**src/rtl/muldiv_pkg.sv**
```systemverilog
// Shared types and constants for the iterative RV32M/RV64M multiply/divide unit.
package muldiv_pkg;

  typedef enum logic [1:0] {
    S_IDLE = 2'd0,
    S_CALC = 2'd1,
    S_FIX  = 2'd2,
    S_DONE = 2'd3
  } state_e;

  localparam logic [2:0] F3_MUL    = 3'd0;
  localparam logic [2:0] F3_MULH   = 3'd1;
  localparam logic [2:0] F3_MULHSU = 3'd2;
  localparam logic [2:0] F3_MULHU  = 3'd3;
  localparam logic [2:0] F3_DIV    = 3'd4;
  localparam logic [2:0] F3_DIVU   = 3'd5;
  localparam logic [2:0] F3_REM    = 3'd6;
  localparam logic [2:0] F3_REMU   = 3'd7;

  // Number of CALC cycles needed to retire all XLEN operand bits.
  function automatic int iter_count(input int xlen, input int unroll);
    return xlen / unroll;
  endfunction

endpackage

```
**src/rtl/muldiv_step.sv**
```systemverilog
// One radix-2 iteration: shift-add multiply step or restoring-divide step.
module muldiv_step #(
  parameter int XLEN = 32
) (
  input  logic            div_i,
  input  logic [XLEN:0]   hi_i,
  input  logic [XLEN-1:0] lo_i,
  input  logic [XLEN-1:0] opnd_i,
  output logic [XLEN:0]   hi_o,
  output logic [XLEN-1:0] lo_o
);

  logic [XLEN:0] sum;
  logic [XLEN:0] shifted;
  logic [XLEN:0] diff;
  logic          ge;

  // NOTE: every always_comb output gets a default first so no path can infer a latch.
  always_comb begin
    sum     = lo_i[0] ? (hi_i + {1'b0, opnd_i}) : hi_i;
    shifted = {hi_i[XLEN-1:0], lo_i[XLEN-1]};
    diff    = shifted - {1'b0, opnd_i};
    ge      = (shifted >= {1'b0, opnd_i});
    hi_o    = {1'b0, sum[XLEN:1]};
    lo_o    = {sum[0], lo_i[XLEN-1:1]};
    if (div_i) begin
      hi_o = ge ? diff : shifted;
      lo_o = {lo_i[XLEN-2:0], ge};
    end
  end

endmodule

```
**src/rtl/muldiv_unit.sv**
```systemverilog
// Iterative multiply/divide unit; define MULDIV_FAST_MUL_EN for a single-cycle multiplier path.
module muldiv_unit
  import muldiv_pkg::*;
#(
  parameter int XLEN   = 32,
  parameter int UNROLL = 1
) (
  input  logic            clk,
  input  logic            rst,
  input  logic            in_valid,
  output logic            in_ready,
  input  logic [XLEN-1:0] a,
  input  logic [XLEN-1:0] b,
  input  logic [2:0]      funct3,
  input  logic            flush,
  output logic            out_valid,
  input  logic            out_ready,
  output logic [XLEN-1:0] result,
  output logic            busy
);

  localparam int ITER = iter_count(XLEN, UNROLL);
  localparam int CW   = $clog2(ITER + 1);
  localparam logic [XLEN-1:0] SMIN = {1'b1, {(XLEN-1){1'b0}}};

  state_e          state_q;
  logic [XLEN:0]   hi_q;
  logic [XLEN-1:0] lo_q;
  logic [XLEN-1:0] opnd_q;
  logic [XLEN-1:0] result_q;
  logic [2:0]      f3_q;
  logic            neg_q;
  logic [CW-1:0]   cnt_q;

  logic            a_neg, b_neg, sign_d, special;
  logic [XLEN-1:0] op_a, op_b, lo_init, opnd_init, special_res;

  // Operands become magnitudes; the sign is reapplied in FIX.
  always_comb begin
    a_neg = a[XLEN-1] && (funct3 == F3_MULH || funct3 == F3_MULHSU ||
                          funct3 == F3_DIV  || funct3 == F3_REM);
    b_neg = b[XLEN-1] && (funct3 == F3_MULH || funct3 == F3_DIV || funct3 == F3_REM);
    op_a        = a_neg ? -a : a;
    op_b        = b_neg ? -b : b;
    sign_d      = (funct3 == F3_REM) ? a_neg : (a_neg ^ b_neg);
    lo_init     = funct3[2] ? op_a : op_b;
    opnd_init   = funct3[2] ? op_b : op_a;
    special     = 1'b0;
    special_res = '0;
    if (funct3[2] && b == '0) begin
      special     = 1'b1;
      special_res = funct3[1] ? a : '1;
    end else if ((funct3 == F3_DIV || funct3 == F3_REM) && a == SMIN && b == '1) begin
      special     = 1'b1;
      special_res = funct3[1] ? '0 : SMIN;
    end
  end

  logic [XLEN:0]   hi_c [UNROLL+1];
  logic [XLEN-1:0] lo_c [UNROLL+1];

  assign hi_c[0] = hi_q;
  assign lo_c[0] = lo_q;

  for (genvar g = 0; g < UNROLL; g++) begin : g_step
    muldiv_step #(.XLEN(XLEN)) u_step (
      .div_i  (f3_q[2]),
      .hi_i   (hi_c[g]),
      .lo_i   (lo_c[g]),
      .opnd_i (opnd_q),
      .hi_o   (hi_c[g+1]),
      .lo_o   (lo_c[g+1])
    );
  end

  logic [2*XLEN-1:0] prod, prod_fix;
  logic [XLEN-1:0]   quo_fix, rem_fix, fix_res;

  // The full 2*XLEN product is negated so MULH* borrows correctly from the low half.
  always_comb begin
    prod     = {hi_q[XLEN-1:0], lo_q};
    prod_fix = neg_q ? -prod : prod;
    quo_fix  = neg_q ? -lo_q : lo_q;
    rem_fix  = neg_q ? -hi_q[XLEN-1:0] : hi_q[XLEN-1:0];
    fix_res  = rem_fix;
    case (f3_q)
      F3_MUL:                        fix_res = prod_fix[XLEN-1:0];
      F3_MULH, F3_MULHSU, F3_MULHU:  fix_res = prod_fix[2*XLEN-1:XLEN];
      F3_DIV, F3_DIVU:               fix_res = quo_fix;
      default:                       fix_res = rem_fix;
    endcase
  end

`ifdef MULDIV_FAST_MUL_EN
  logic [2*XLEN-1:0] fast_a, fast_b, fast_prod;
  logic [XLEN-1:0]   fast_res;

  always_comb begin
    fast_a    = {{XLEN{(funct3 != F3_MULHU) && a[XLEN-1]}}, a};
    fast_b    = {{XLEN{(funct3 == F3_MUL || funct3 == F3_MULH) && b[XLEN-1]}}, b};
    fast_prod = fast_a * fast_b;
    fast_res  = (funct3 == F3_MUL) ? fast_prod[XLEN-1:0] : fast_prod[2*XLEN-1:XLEN];
  end
`endif

  // NOTE: sequential state uses non-blocking assignments only, so every flop samples pre-edge values.
  always_ff @(posedge clk or posedge rst) begin
    if (rst) begin
      state_q  <= S_IDLE;
      hi_q     <= '0;
      lo_q     <= '0;
      opnd_q   <= '0;
      result_q <= '0;
      f3_q     <= '0;
      neg_q    <= 1'b0;
      cnt_q    <= '0;
    end else if (flush) begin
      state_q <= S_IDLE;
    end else begin
      case (state_q)
        S_IDLE: begin
          if (in_valid) begin
            f3_q   <= funct3;
            neg_q  <= sign_d;
            hi_q   <= '0;
            lo_q   <= lo_init;
            opnd_q <= opnd_init;
            cnt_q  <= CW'(ITER);
            if (special) begin
              result_q <= special_res;
              state_q  <= S_DONE;
            end
`ifdef MULDIV_FAST_MUL_EN
            else if (!funct3[2]) begin
              result_q <= fast_res;
              state_q  <= S_DONE;
            end
`endif
            else begin
              state_q <= S_CALC;
            end
          end
        end
        S_CALC: begin
          hi_q  <= hi_c[UNROLL];
          lo_q  <= lo_c[UNROLL];
          cnt_q <= cnt_q - CW'(1);
          if (cnt_q == CW'(1)) state_q <= S_FIX;
        end
        S_FIX: begin
          result_q <= fix_res;
          state_q  <= S_DONE;
        end
        S_DONE: begin
          if (out_ready) state_q <= S_IDLE;
        end
        default: state_q <= S_IDLE;
      endcase
    end
  end

  assign in_ready  = (state_q == S_IDLE);
  assign busy      = (state_q != S_IDLE);
  assign out_valid = (state_q == S_DONE);
  assign result    = result_q;

endmodule

```
**config.mk**
```make
export PLATFORM = sky130hd
export DESIGN_NAME = muldiv_unit
export DESIGN_NICKNAME = d
export VERILOG_FILES = /design/src/rtl/muldiv_pkg.sv /design/src/rtl/muldiv_step.sv /design/src/rtl/muldiv_unit.sv
export SDC_FILE = /design/constraint.sdc
export NUM_CORES = 1
export LEC_CHECK = 0
export ABC_CLOCK_PERIOD_IN_PS = 12800
export BUFFER_PORTS_ARGS = -buffer_cell sky130_fd_sc_hd__buf_2
export CORE_MARGIN = 2
export CORE_UTILIZATION = 50
export CTS_CLUSTER_DIAMETER = 80
export DETAILED_ROUTE_END_ITERATION = 10
export GPL_TIMING_DRIVEN = 0
export PLACE_DENSITY = 0.74
export SLEW_MARGIN = 20
export SYNTH_ARGS = -nofsm -noshare
export SYNTH_HDL_FRONTEND = slang
export SYNTH_SLANG_ARGS = --single-unit
```
**constraint.sdc**
```tcl
create_clock -name clk -period 12.8 [get_ports clk]
set_input_delay 3.84 -clock clk [delete_from_list [all_inputs] [get_ports clk]]
set_output_delay 3.84 -clock clk [all_outputs]
set_load 0.1 [all_outputs]
```
==> results.cfg <==
[cts]
clock-sinks = 141
clk_pin_slew_worst_paths_ps = 80
htreeDepth = 4
clock_insertion_delay_worst_skew_ps = 450
ctsResizeCount = 0
post_cts_buffers = 0
clock_tree.root_cell = sky130_fd_sc_hd__clkbuf_16
tritoncts = yes
cts_made_buffers = 17
cts_max_path_buffers = 2
postCtsHoldBufs = 0

[route]
drt.antenna.violating_nets = 0
first_iter_violations = 2145
routed_via_density = 6.68
finalWirelength_um = 66700
num_vias = 17400
drt-wirelength-per-cell_um = 25.6
detail_route.first_pass.iterations = 6
route.detailed.drc = 0

[yosys]
synth-seq-area-share = 0.229
synthDistinctLibCells = 83
synthFlopType = sky130_fd_sc_hd__dfrtp_1
synth_area_per_cell_um2 = 7.42
synthesis.yosys.warnings = 0
synth_seq_cells = 141
netlist_top_cells_area = sky130_fd_sc_hd__dfrtp_1 (23%), sky130_fd_sc_hd__a21oi_1 (7.4%), sky130_fd_sc_hd__o21ai_0 (6.1%)
synth_cells = 2077
mappedNetlistArea_mm2 = 0.0154
post-synth-top-area-cell = sky130_fd_sc_hd__dfrtp_1
netlist.area_leader.share = 0.229
syn_nets = 2226
synthArstFlopShare = 1.00
number_of_flops_mapped_to_enable_cells_by_yosys = 0

[timing]
max-slew-margin-rel = 0.218
finalWorstPathRequiredPeriod_ps = 7030
setup_viol_count_final = 0
fin_setup_tns_ps = 0
tightestPinTransition_ps = 1160
finalHoldViolCount = 0
fin_hold_ws_ps = 492
fmaxAchievable_mhz = 142
maxSlewViolCount = 0
grt_setup_unrepaired = no
timing.clock.skew_ps = 16.5
finalCritPeriodShare = 0.549

[power_and_ir_drop]
ir_worst_vdd_mv = 0.175
power.total_mw = 5.38
p_leak_nw = 7.06
p_per_area_mw_per_mm2 = 315

[grt]
maximum_number_of_pins_on_one_net_before_global_route_repair = 90
grt_first_pass_wirelength_um = 99400
grt_antenna_before_repair = 1
number_of_global_route_vias_before_repair = 16200
gr-usage-all-layers = 0.402
global_route_total_overflow = 0

[critical_path]
cp.arrival_ps = 7410
reg2regPathDepth = 13
timing.critical_path.fanout_max = 10
timing.reg2reg.setup_slack_ps = 8050
end_kind = register
required_ps = 13180
destination_of_the_worst_register_to_register_timing_path = hi_q[10]
crit-reg2reg-launch = opnd_q[16]
worstSetupStartpointType = primary input
criticalPathCategory = in -> reg

[die]
num_rows = 64
dieHeight_um = 180
die-width_um = 180
io_pins = 107
core-area_mm2 = 0.0305
floorplan.die_area_mm2 = 0.0323
initial_utilization = 0.505

[flow_run]
max_capacitance_violation_count = 0

[cells_and_area]
final_cell_count_no_fill = 2608
nNetsFinal = 2348
drive_above_1_share = 0.0927
area_growth_syn_to_layout_pct = 10.6
finish.instance_area_mm2 = 0.0171
num-fill-cells = 2957
num_antenna_cells = 0

[min_path]
worstHoldEndpoint = result[9]
min_path_cells = 2
min_path_type = reg -> reg
holdCritStartpoint = result[9]

[placement]
placed_cells = 2576
gpl.final_weighted_congestion = 1.07
placed_area_mm2 = 0.0165
dp_hpwl_um = 53200
io_buffer_count = 102

[run_status]
status = completed
## critical path: stages
cell	delay, ps
sky130_fd_sc_hd__buf_2	130
sky130_fd_sc_hd__or4_4	550
sky130_fd_sc_hd__or4_4	480
sky130_fd_sc_hd__or4b_4	560
sky130_fd_sc_hd__nor4_1	750
sky130_fd_sc_hd__clkbuf_1	340
sky130_fd_sc_hd__o21ai_0	210
sky130_fd_sc_hd__o21ai_0	320
sky130_fd_sc_hd__a21oi_1	90
sky130_fd_sc_hd__o21ai_1	130
## where the power goes
| group | leakage (nW) | internal [mW] | total (mW) | switching, mW |
|---|---|---|---|---|
| clock | 0.287 | 0.264 | 0.519 | 0.255 |
| combinational | 5.02 | 1.27 | 3.96 | 2.69 |
| sequential | 1.75 | 0.636 | 0.907 | 0.271 |
| total | 7.06 | 2.17 | 5.38 | 3.21 |
## cells in the final DEF (no fill, tap or decap), drive strengths merged, types with 13 or more instances in the layout
cell	Yosys	final
a211oi	41	41
nor2b	13	13
dfrtp	141	141
nor3	48	48
o41ai	17	17
mux2i	42	42
nand4	26	26
a21oi	228	228
a21o	36	36
inv	75	85
o31ai	34	34
clkbuf	140	157
nand2b	19	19
or3	19	19
nor4	17	17
or4	23	23
nand3	25	25
xor2	85	85
xnor2	91	91
o211ai	22	22
nand2	191	191
nor2	202	202
ha	75	75
mux2	28	28
buf	22	125
o22ai	22	22
o21ai	195	195
a31oi	27	27
## per-layer routing
layer / global-route usage / wire, um / share of wire
met1: 0.537 / 26600 / 0.40
met2: 0.598 / 28400 / 0.43
met5: 0 / 13 / 0.00019
met4: 0.205 / 3810 / 0.057
met3: 0.106 / 7890 / 0.12
## synth_stat cells, types with 41 or more instances
cell                       count
sky130_fd_sc_hd__a211oi_1     41
sky130_fd_sc_hd__nor3_1       48
sky130_fd_sc_hd__inv_1        75
sky130_fd_sc_hd__nand2_1     190
sky130_fd_sc_hd__xor2_1       85
sky130_fd_sc_hd__nor2_1      201
sky130_fd_sc_hd__xnor2_1      91
sky130_fd_sc_hd__mux2i_1      42
sky130_fd_sc_hd__clkbuf_1    139
sky130_fd_sc_hd__o21ai_0     189
sky130_fd_sc_hd__dfrtp_1     141
sky130_fd_sc_hd__ha_1         75
sky130_fd_sc_hd__a21oi_1     227
## area by class of cell
type	instances	area, um^2	share of cell area
timing repair buffer	103	538	0.0315
multi-input combinational	1698	11000	0.643
clock inverter	15	166	0.00976
inverter	76	293	0.0172
tap	396	495	0.0290
sequential	141	3530	0.207
clock buffer	17	425	0.0249
buffer	162	636	0.0373
## per-stage QoR
step,setup slack (ps),utilization
after floorplan,5180,-
after global placement,3360,0.538
after detailed placement,5450,0.540
after CTS,5910,0.559
after global routing,5740,0.559
final,5770,0.559
## cell families after synthesis
family	share of synthesized area
AOI/OAI and AO/OA	0.302
xor gates and xnor gates	0.100
adders and majority gates	0.0635
buffers and inverters	0.0597
DFF	0.229
muxes	0.0477
and+or+nand+nor	0.198
## flip-flops by register name (all words and copies together) (netlist names)
register and cells:
lo_q 32, state_q 2, hi_q 33, opnd_q 32, f3_q 3, neg_q 1, cnt_q 6, result 32
## worst max-delay path by stage
| stage | to | slack, ps | start | cells past startpoint |
|---|---|---|---|---|
| 6_report | result[12] | 5770 | b[12] | 10 |
| 5_1_grt | result[2] | 5740 | b[12] | 10 |
| 4_1_cts | result[2] | 5910 | b[12] | 10 |
| 3_5_place_dp | result[26] | 5450 | b[12] | 10 |
| 3_3_place_gp | result[30] | 3360 | rst | 2 |
| 2_1_floorplan | cnt_q[0] | 5180 | rst | 1 |
Note: power is estimated with default switching activity, not from simulation.
